==> src/rtl/spi_frame_ctrl.sv <==
// ---------------------------------------------------------------------------
// spi_frame_ctrl
//
// Command/frame sequencer sitting between the SPI byte receiver and the LED
// datapath.  The first byte of every chip-select frame is decoded as a
// command.  The payload bytes that follow are either written to the LED
// pixel RAM (DATA_WR) or loaded into the waveform configuration registers
// (CONF_WR).  A REFRESH command kicks the LED output engine.  Any other
// command discards the rest of the frame.
//
// Ports
//   clk_in           system clock, single domain
//   rst_in           asynchronous, active-high reset
//   spi_cs_in        frame active (already synchronised to clk_in)
//   byte_rdy_in      one-cycle strobe, byte_data_in valid
//   byte_data_in     received byte
//   ram_wr_en_out    pixel RAM write strobe (one cycle per accepted byte)
//   ram_wr_addr_out  pixel RAM write address (wraps modulo 2^AW)
//   ram_wr_data_out  pixel RAM write data
//   cfg_t0h_out      configuration register 0 (T0H)
//   cfg_t1h_out      configuration register 1 (T1H)
//   cfg_period_out   configuration register 2 (bit period)
//   cfg_led_num_out  configuration register 3 (LED count)
//   refresh_out      one-cycle pulse: start LED output
//   data_done_out    one-cycle pulse: a DATA_WR frame has closed
//
// All outputs are registered: a byte strobed at edge N is reflected on the
// outputs during cycle N+1.
// ---------------------------------------------------------------------------
module spi_frame_ctrl #(
    parameter int          AW          = 8,
    parameter logic [7:0]  CFG_T0H_RST = 8'h10,
    parameter logic [7:0]  CFG_T1H_RST = 8'h20,
    parameter logic [7:0]  CFG_PRD_RST = 8'h40,
    parameter logic [7:0]  CFG_NUM_RST = 8'hFF
) (
    input  logic          clk_in,
    input  logic          rst_in,
    input  logic          spi_cs_in,
    input  logic          byte_rdy_in,
    input  logic [7:0]    byte_data_in,
    output logic          ram_wr_en_out,
    output logic [AW-1:0] ram_wr_addr_out,
    output logic [7:0]    ram_wr_data_out,
    output logic [7:0]    cfg_t0h_out,
    output logic [7:0]    cfg_t1h_out,
    output logic [7:0]    cfg_period_out,
    output logic [7:0]    cfg_led_num_out,
    output logic          refresh_out,
    output logic          data_done_out
);

    // Command byte encodings
    localparam logic [7:0] CMD_CONF_WR = 8'h2A;
    localparam logic [7:0] CMD_DATA_WR = 8'h2C;
    localparam logic [7:0] CMD_REFRESH = 8'h2D;

    // cfg_idx saturates here; bytes arriving at this index are ignored
    localparam logic [2:0]    CFG_IDX_LAST = 3'd4;
    localparam logic [2:0]    CFG_IDX_ONE  = 3'd1;
    localparam logic [AW-1:0] PTR_ZERO     = {AW{1'b0}};
    localparam logic [AW-1:0] PTR_ONE      = {{(AW-1){1'b0}}, 1'b1};

    typedef enum logic [1:0] {
        ST_IDLE    = 2'd0,
        ST_CFG     = 2'd1,
        ST_DATA    = 2'd2,
        ST_DISCARD = 2'd3
    } state_t;

    // Registered state
    state_t        state_r;
    logic [AW-1:0] wr_ptr_r;
    logic [2:0]    cfg_idx_r;
    logic          ram_wr_en_r;
    logic [AW-1:0] ram_wr_addr_r;
    logic [7:0]    ram_wr_data_r;
    logic [7:0]    cfg_t0h_r;
    logic [7:0]    cfg_t1h_r;
    logic [7:0]    cfg_period_r;
    logic [7:0]    cfg_led_num_r;
    logic          refresh_r;
    logic          data_done_r;

    // Next-state values
    state_t        state_nxt_s;
    logic [AW-1:0] wr_ptr_nxt_s;
    logic [2:0]    cfg_idx_nxt_s;
    logic          ram_wr_en_nxt_s;
    logic [AW-1:0] ram_wr_addr_nxt_s;
    logic [7:0]    ram_wr_data_nxt_s;
    logic [7:0]    cfg_t0h_nxt_s;
    logic [7:0]    cfg_t1h_nxt_s;
    logic [7:0]    cfg_period_nxt_s;
    logic [7:0]    cfg_led_num_nxt_s;
    logic          refresh_nxt_s;
    logic          data_done_nxt_s;

    // Next-state and output decode for the frame sequencer
    always_comb begin
        state_nxt_s       = state_r;
        wr_ptr_nxt_s      = wr_ptr_r;
        cfg_idx_nxt_s     = cfg_idx_r;
        ram_wr_en_nxt_s   = 1'b0;
        ram_wr_addr_nxt_s = ram_wr_addr_r;
        ram_wr_data_nxt_s = ram_wr_data_r;
        cfg_t0h_nxt_s     = cfg_t0h_r;
        cfg_t1h_nxt_s     = cfg_t1h_r;
        cfg_period_nxt_s  = cfg_period_r;
        cfg_led_num_nxt_s = cfg_led_num_r;
        refresh_nxt_s     = 1'b0;
        data_done_nxt_s   = 1'b0;

        if (!spi_cs_in) begin
            // Frame end wins over a coincident byte strobe: that byte is dropped.
            state_nxt_s = ST_IDLE;
            if (state_r == ST_DATA) begin
                data_done_nxt_s = 1'b1;
            end else begin
                data_done_nxt_s = 1'b0;
            end
        end else if (byte_rdy_in) begin
            case (state_r)
                ST_IDLE: begin
                    // First byte of the frame is the command
                    case (byte_data_in)
                        CMD_CONF_WR: begin
                            state_nxt_s   = ST_CFG;
                            cfg_idx_nxt_s = 3'd0;
                        end
                        CMD_DATA_WR: begin
                            state_nxt_s  = ST_DATA;
                            wr_ptr_nxt_s = PTR_ZERO;
                        end
                        CMD_REFRESH: begin
                            state_nxt_s   = ST_DISCARD;
                            refresh_nxt_s = 1'b1;
                        end
                        default: begin
                            state_nxt_s = ST_DISCARD;
                        end
                    endcase
                end
                ST_CFG: begin
                    if (cfg_idx_r < CFG_IDX_LAST) begin
                        case (cfg_idx_r[1:0])
                            2'd0:    cfg_t0h_nxt_s     = byte_data_in;
                            2'd1:    cfg_t1h_nxt_s     = byte_data_in;
                            2'd2:    cfg_period_nxt_s  = byte_data_in;
                            default: cfg_led_num_nxt_s = byte_data_in;
                        endcase
                        cfg_idx_nxt_s = cfg_idx_r + CFG_IDX_ONE;
                    end else begin
                        // Saturated: surplus configuration bytes are ignored
                        cfg_idx_nxt_s = cfg_idx_r;
                    end
                end
                ST_DATA: begin
                    ram_wr_en_nxt_s   = 1'b1;
                    ram_wr_addr_nxt_s = wr_ptr_r;
                    ram_wr_data_nxt_s = byte_data_in;
                    // Natural AW-bit overflow gives the modulo-2^AW wrap
                    wr_ptr_nxt_s      = wr_ptr_r + PTR_ONE;
                end
                ST_DISCARD: begin
                    state_nxt_s = ST_DISCARD;
                end
                default: begin
                    state_nxt_s = ST_IDLE;
                end
            endcase
        end else begin
            state_nxt_s = state_r;
        end
    end

    // FSM state register
    always_ff @(posedge clk_in or posedge rst_in) begin
        if (rst_in) begin
            state_r <= ST_IDLE;
        end else begin
            state_r <= state_nxt_s;
        end
    end

    // Datapath registers: pointers, RAM write port, config and pulse outputs
    always_ff @(posedge clk_in or posedge rst_in) begin
        if (rst_in) begin
            wr_ptr_r      <= PTR_ZERO;
            cfg_idx_r     <= 3'd0;
            ram_wr_en_r   <= 1'b0;
            ram_wr_addr_r <= PTR_ZERO;
            ram_wr_data_r <= 8'h00;
            cfg_t0h_r     <= CFG_T0H_RST;
            cfg_t1h_r     <= CFG_T1H_RST;
            cfg_period_r  <= CFG_PRD_RST;
            cfg_led_num_r <= CFG_NUM_RST;
            refresh_r     <= 1'b0;
            data_done_r   <= 1'b0;
        end else begin
            wr_ptr_r      <= wr_ptr_nxt_s;
            cfg_idx_r     <= cfg_idx_nxt_s;
            ram_wr_en_r   <= ram_wr_en_nxt_s;
            ram_wr_addr_r <= ram_wr_addr_nxt_s;
            ram_wr_data_r <= ram_wr_data_nxt_s;
            cfg_t0h_r     <= cfg_t0h_nxt_s;
            cfg_t1h_r     <= cfg_t1h_nxt_s;
            cfg_period_r  <= cfg_period_nxt_s;
            cfg_led_num_r <= cfg_led_num_nxt_s;
            refresh_r     <= refresh_nxt_s;
            data_done_r   <= data_done_nxt_s;
        end
    end

    assign ram_wr_en_out   = ram_wr_en_r;
    assign ram_wr_addr_out = ram_wr_addr_r;
    assign ram_wr_data_out = ram_wr_data_r;
    assign cfg_t0h_out     = cfg_t0h_r;
    assign cfg_t1h_out     = cfg_t1h_r;
    assign cfg_period_out  = cfg_period_r;
    assign cfg_led_num_out = cfg_led_num_r;
    assign refresh_out     = refresh_r;
    assign data_done_out   = data_done_r;

endmodule

==> config.mk <==
export PLATFORM = sky130hd
export DESIGN_NAME = spi_frame_ctrl
export DESIGN_NICKNAME = d
export VERILOG_FILES = /design/src/rtl/spi_frame_ctrl.sv
export SDC_FILE = /design/constraint.sdc
export NUM_CORES = 1
export LEC_CHECK = 0
export ABC_AREA = 1
export CAP_MARGIN = 20
export CELL_PAD_IN_SITES_DETAIL_PLACEMENT = 2
export CELL_PAD_IN_SITES_GLOBAL_PLACEMENT = 2
export CORE_ASPECT_RATIO = 0.5
export CORE_MARGIN = 2
export CORE_UTILIZATION = 32
export DETAILED_ROUTE_END_ITERATION = 16
export PLACE_DENSITY = 0.92
export SLEW_MARGIN = 20
export SYNTH_ARGS = -nofsm -noshare
export SYNTH_HDL_FRONTEND = slang
export SYNTH_SLANG_ARGS = --single-unit
==> constraint.sdc <==
create_clock -name clk_in -period 3.5 [get_ports clk_in]
set_input_delay 0.525 -clock clk_in [delete_from_list [all_inputs] [get_ports clk_in]]
set_output_delay 0.525 -clock clk_in [all_outputs]
set_load 0.01 [all_outputs]
==> summary.txt <==
Global routing
  • Vias in the first global route: between 2000 and 3000
  • Gr busiest metal: met2
  • Pin count of the biggest net entering global routing: 65
  • GRT Total Usage: 0.233
  • GR Util met2: 0.438
  • Met1 usage: 0.263
  • Initial antenna violation count: 0
  • Gr ovfl total: 0
  • First-pass GRT wire length: 15400 microns
  • GRT met3 Usage: 0.0665

Synth
  • Synth Cell Area: approximately 2700 sq um
  • Seq cells post-synth: between 60 and 70
  • Mapped Cells: 293
  • Cell accounting for the most synthesized area: dfrtp_1
  • Average size of a mapped cell: 9.10 sq um
  • Share of the synthesized area in the top cell type: 0.497
  • Synth top area cells: dfrtp_1, nand2_1, dfstp_2
  • Mapped Nets: 310
  • Yosys warns: 0
  • Sequential area share after synthesis: 0.606
  • Cell variety after synth: 18

Drt
  • Via density: around 5
  • 1st-iter DRT viols: around 140
  • Routed len/inst: 20.3 microns
  • DR DRC count: 0
  • Drt total wl: just under 10000 microns
  • Via count: around 2400
  • First drt pass iteration count: 4
  • Post-DRT Antenna Nets: 0

Timing
  • Max Clk Rate: just under 500 MHz
  • Final Hold Vio Count: 0
  • Unrepaired setup endpoints after global routing: no
  • Fin Setup TNS: 0 ps
  • Worst Tran Pin Value: roughly 570 ps
  • Worst relative slew slack: 0.620
  • Clock Skew: 8.24 ps
  • Period utilization: 0.586
  • Setup-failing EPs final: 0
  • Worst setup margin: 1450 ps
  • Max Slew Vio Count: 0
  • Fin crit period: 2050 ps

Floorplan
  • DIE HEIGHT: just under 70 microns
  • Die area: 9130 sq um
  • Row Count: 23
  • Core area: roughly 8000 sq um
  • DIE WIDTH: roughly 130 microns
  • Starting Density: 0.331
  • Ports: 63

Critical path
  • CP Class: primary input to flip-flop
  • CP startpoint kind: primary input
  • CP required: 3770 ps
  • Crit path DAT: around 2300 ps
  • Reg2reg end: wr_ptr_r[2]
  • Reg2Reg Depth: 8
  • Worst Setup SP: byte_data_in[6]
  • Reg2reg start: state_r[0]
  • CP endpoint: wr_ptr_r[2]
  • Nature of the critical path endpoint: flip-flop
  • Reg-to-reg setup timing slack: 1590 ps
  • Critical path peak fanout: 9

Pwr
  • Maximum vdd drop: approximately 0.00031 V
  • Power density cells: just under 800 nW/um^2
  • LEAKAGE: 1.71 nW

Clocking
  • Clock-pin slew on the worst setup and hold paths: roughly 50 ps
  • CTS tree: yes
  • CTS root buffer: clkbuf_16
  • Post-CTS Setup Bufs: 0
  • Worst-Skew Late Latency: 340 ps
  • Clk sinks: 64
  • CTS buffer count: 9
  • Htree depth: 3
  • Clk buf depth: 2
  • Post_cts resized: 0
  • # hold bufs at CTS: 0

Outcome
  • Outcome: finished clean

Final layout
  • Post-Layout Cell Count: around 480
  • Final #Nets: between 300 and 400
  • Syn-to-layout area delta: 38.4%
  • # diodes: 0
  • Share of layout cells above drive strength 1: 0.0822

Place
  • Dpl cells: 461
  • PortBufs: 62
  • Routability cong.: just under 0.8
  • Setup slack at placement: around 1200 ps
  • Post-DP HPWL: 6000 microns

Flow run
  • # Max-Cap Violations: 0

Hold path
  • Hold WC Path Type: flip-flop to flip-flop
## power by group
part	total [mW]	switching (mW)	leakage [nW]	internal, mW
combinational	0.858	0.414	0.744	0.443
sequential	1.16	0.174	0.812	0.986
clock	0.919	0.332	0.150	0.588
total	2.94	0.920	1.71	2.02
## kinds of logic after synthesis
group	Yosys count	synth area share
flip-flops	64	0.606
AO/OA/AOI/OAI	50	0.0952
buffers and inverters	33	0.0596
adder cells (fa/ha/maj)	5	0.0235
AND/OR/NAND/NOR	141	0.216
## cell type report
| class | count | area [sq um] |
|---|---|---|
| multi-input cells | 196 | 893 |
| repair buffers | 64 | 648 |
| fillers | 862 | 4370 |
| clock inverters | 3 | 40.0 |
| well taps | 112 | 140 |
| flip-flops and latches | 64 | 1620 |
| clock buffers | 13 | 260 |
| inverters | 25 | 93.8 |
## state kept, by name (all words and copies together), names as in the netlist
register         cells
cfg_idx_r            3
cfg_led_num_out      8
cfg_period_out       8
cfg_t0h_out          8
cfg_t1h_out          8
data_done_out        1
ram_wr_addr_out      8
ram_wr_data_out      8
ram_wr_en_out        1
refresh_out          1
state_r              2
wr_ptr_r             8
## layout by cell type, fill, tap and decap left out, types with 5 or more instances in the layout
| cell type | instances |
|---|---|
| dfrtp_1 | 53 |
| clkbuf_16 | 9 |
| dfstp_2 | 11 |
| nor2_1 | 10 |
| clkdlybuf4s50_1 | 62 |
| inv_1 | 23 |
| nand2_1 | 106 |
| ha_1 | 5 |
| o21ai_0 | 48 |
| nand3_1 | 19 |
## Yosys cell counts, drive strengths merged
cell type and count:
dfrtp 53, dfstp 11, buf 7, o21ai 48
nor3b 1, nand2 106, nand4 2, o21a 1
nor3 3, a31oi 1, nand3 19, ha 5
nor2 10, inv 25, clkbuf 1
## metal layers
layer / vias up / share of wire
li1: 1073 / -
met1: 1237 / 0.43
met2: 49 / 0.52
met3: 18 / 0.037
met4: 0 / 0.020
met5: - / 0
## worst min path at each step
| stage | cells after the start | startpoint | end | slack (ps) |
|---|---|---|---|---|
| floorplan | 2 | cfg_led_num_out[7] | cfg_led_num_out[7] | 490 |
| global placement | 2 | cfg_t1h_out[3] | cfg_t1h_out[3] | 460 |
| detailed placement | 2 | cfg_t0h_out[1] | cfg_t0h_out[1] | 480 |
| CTS | 2 | cfg_t0h_out[4] | cfg_t0h_out[4] | 500 |
| global route | 2 | cfg_t0h_out[4] | cfg_t0h_out[4] | 530 |
| finish | 2 | cfg_t0h_out[4] | cfg_t0h_out[4] | 490 |
## per-stage QoR
step | util | power [mW] | area, sq um | hold WS, ps
after floorplan | - | 1.45 | 2670 | 490
after global placement | 0.421 | 1.91 | 3390 | 465
after detailed placement | 0.421 | 1.99 | 3390 | 478
after CTS | 0.458 | 2.97 | 3690 | 496
after global routing | 0.458 | 3.10 | 3690 | 532
final | 0.458 | 2.94 | 3690 | 491
## critical path, cell delays in order
cell	delay [ps]
clkdlybuf4s50_1	400
inv_1	230
nand2_1	110
nor2_1	300
nand3_1	400
nand2_1	200
nand2_1	70
nand2_1	80
(Power assumes the default switching activity.)
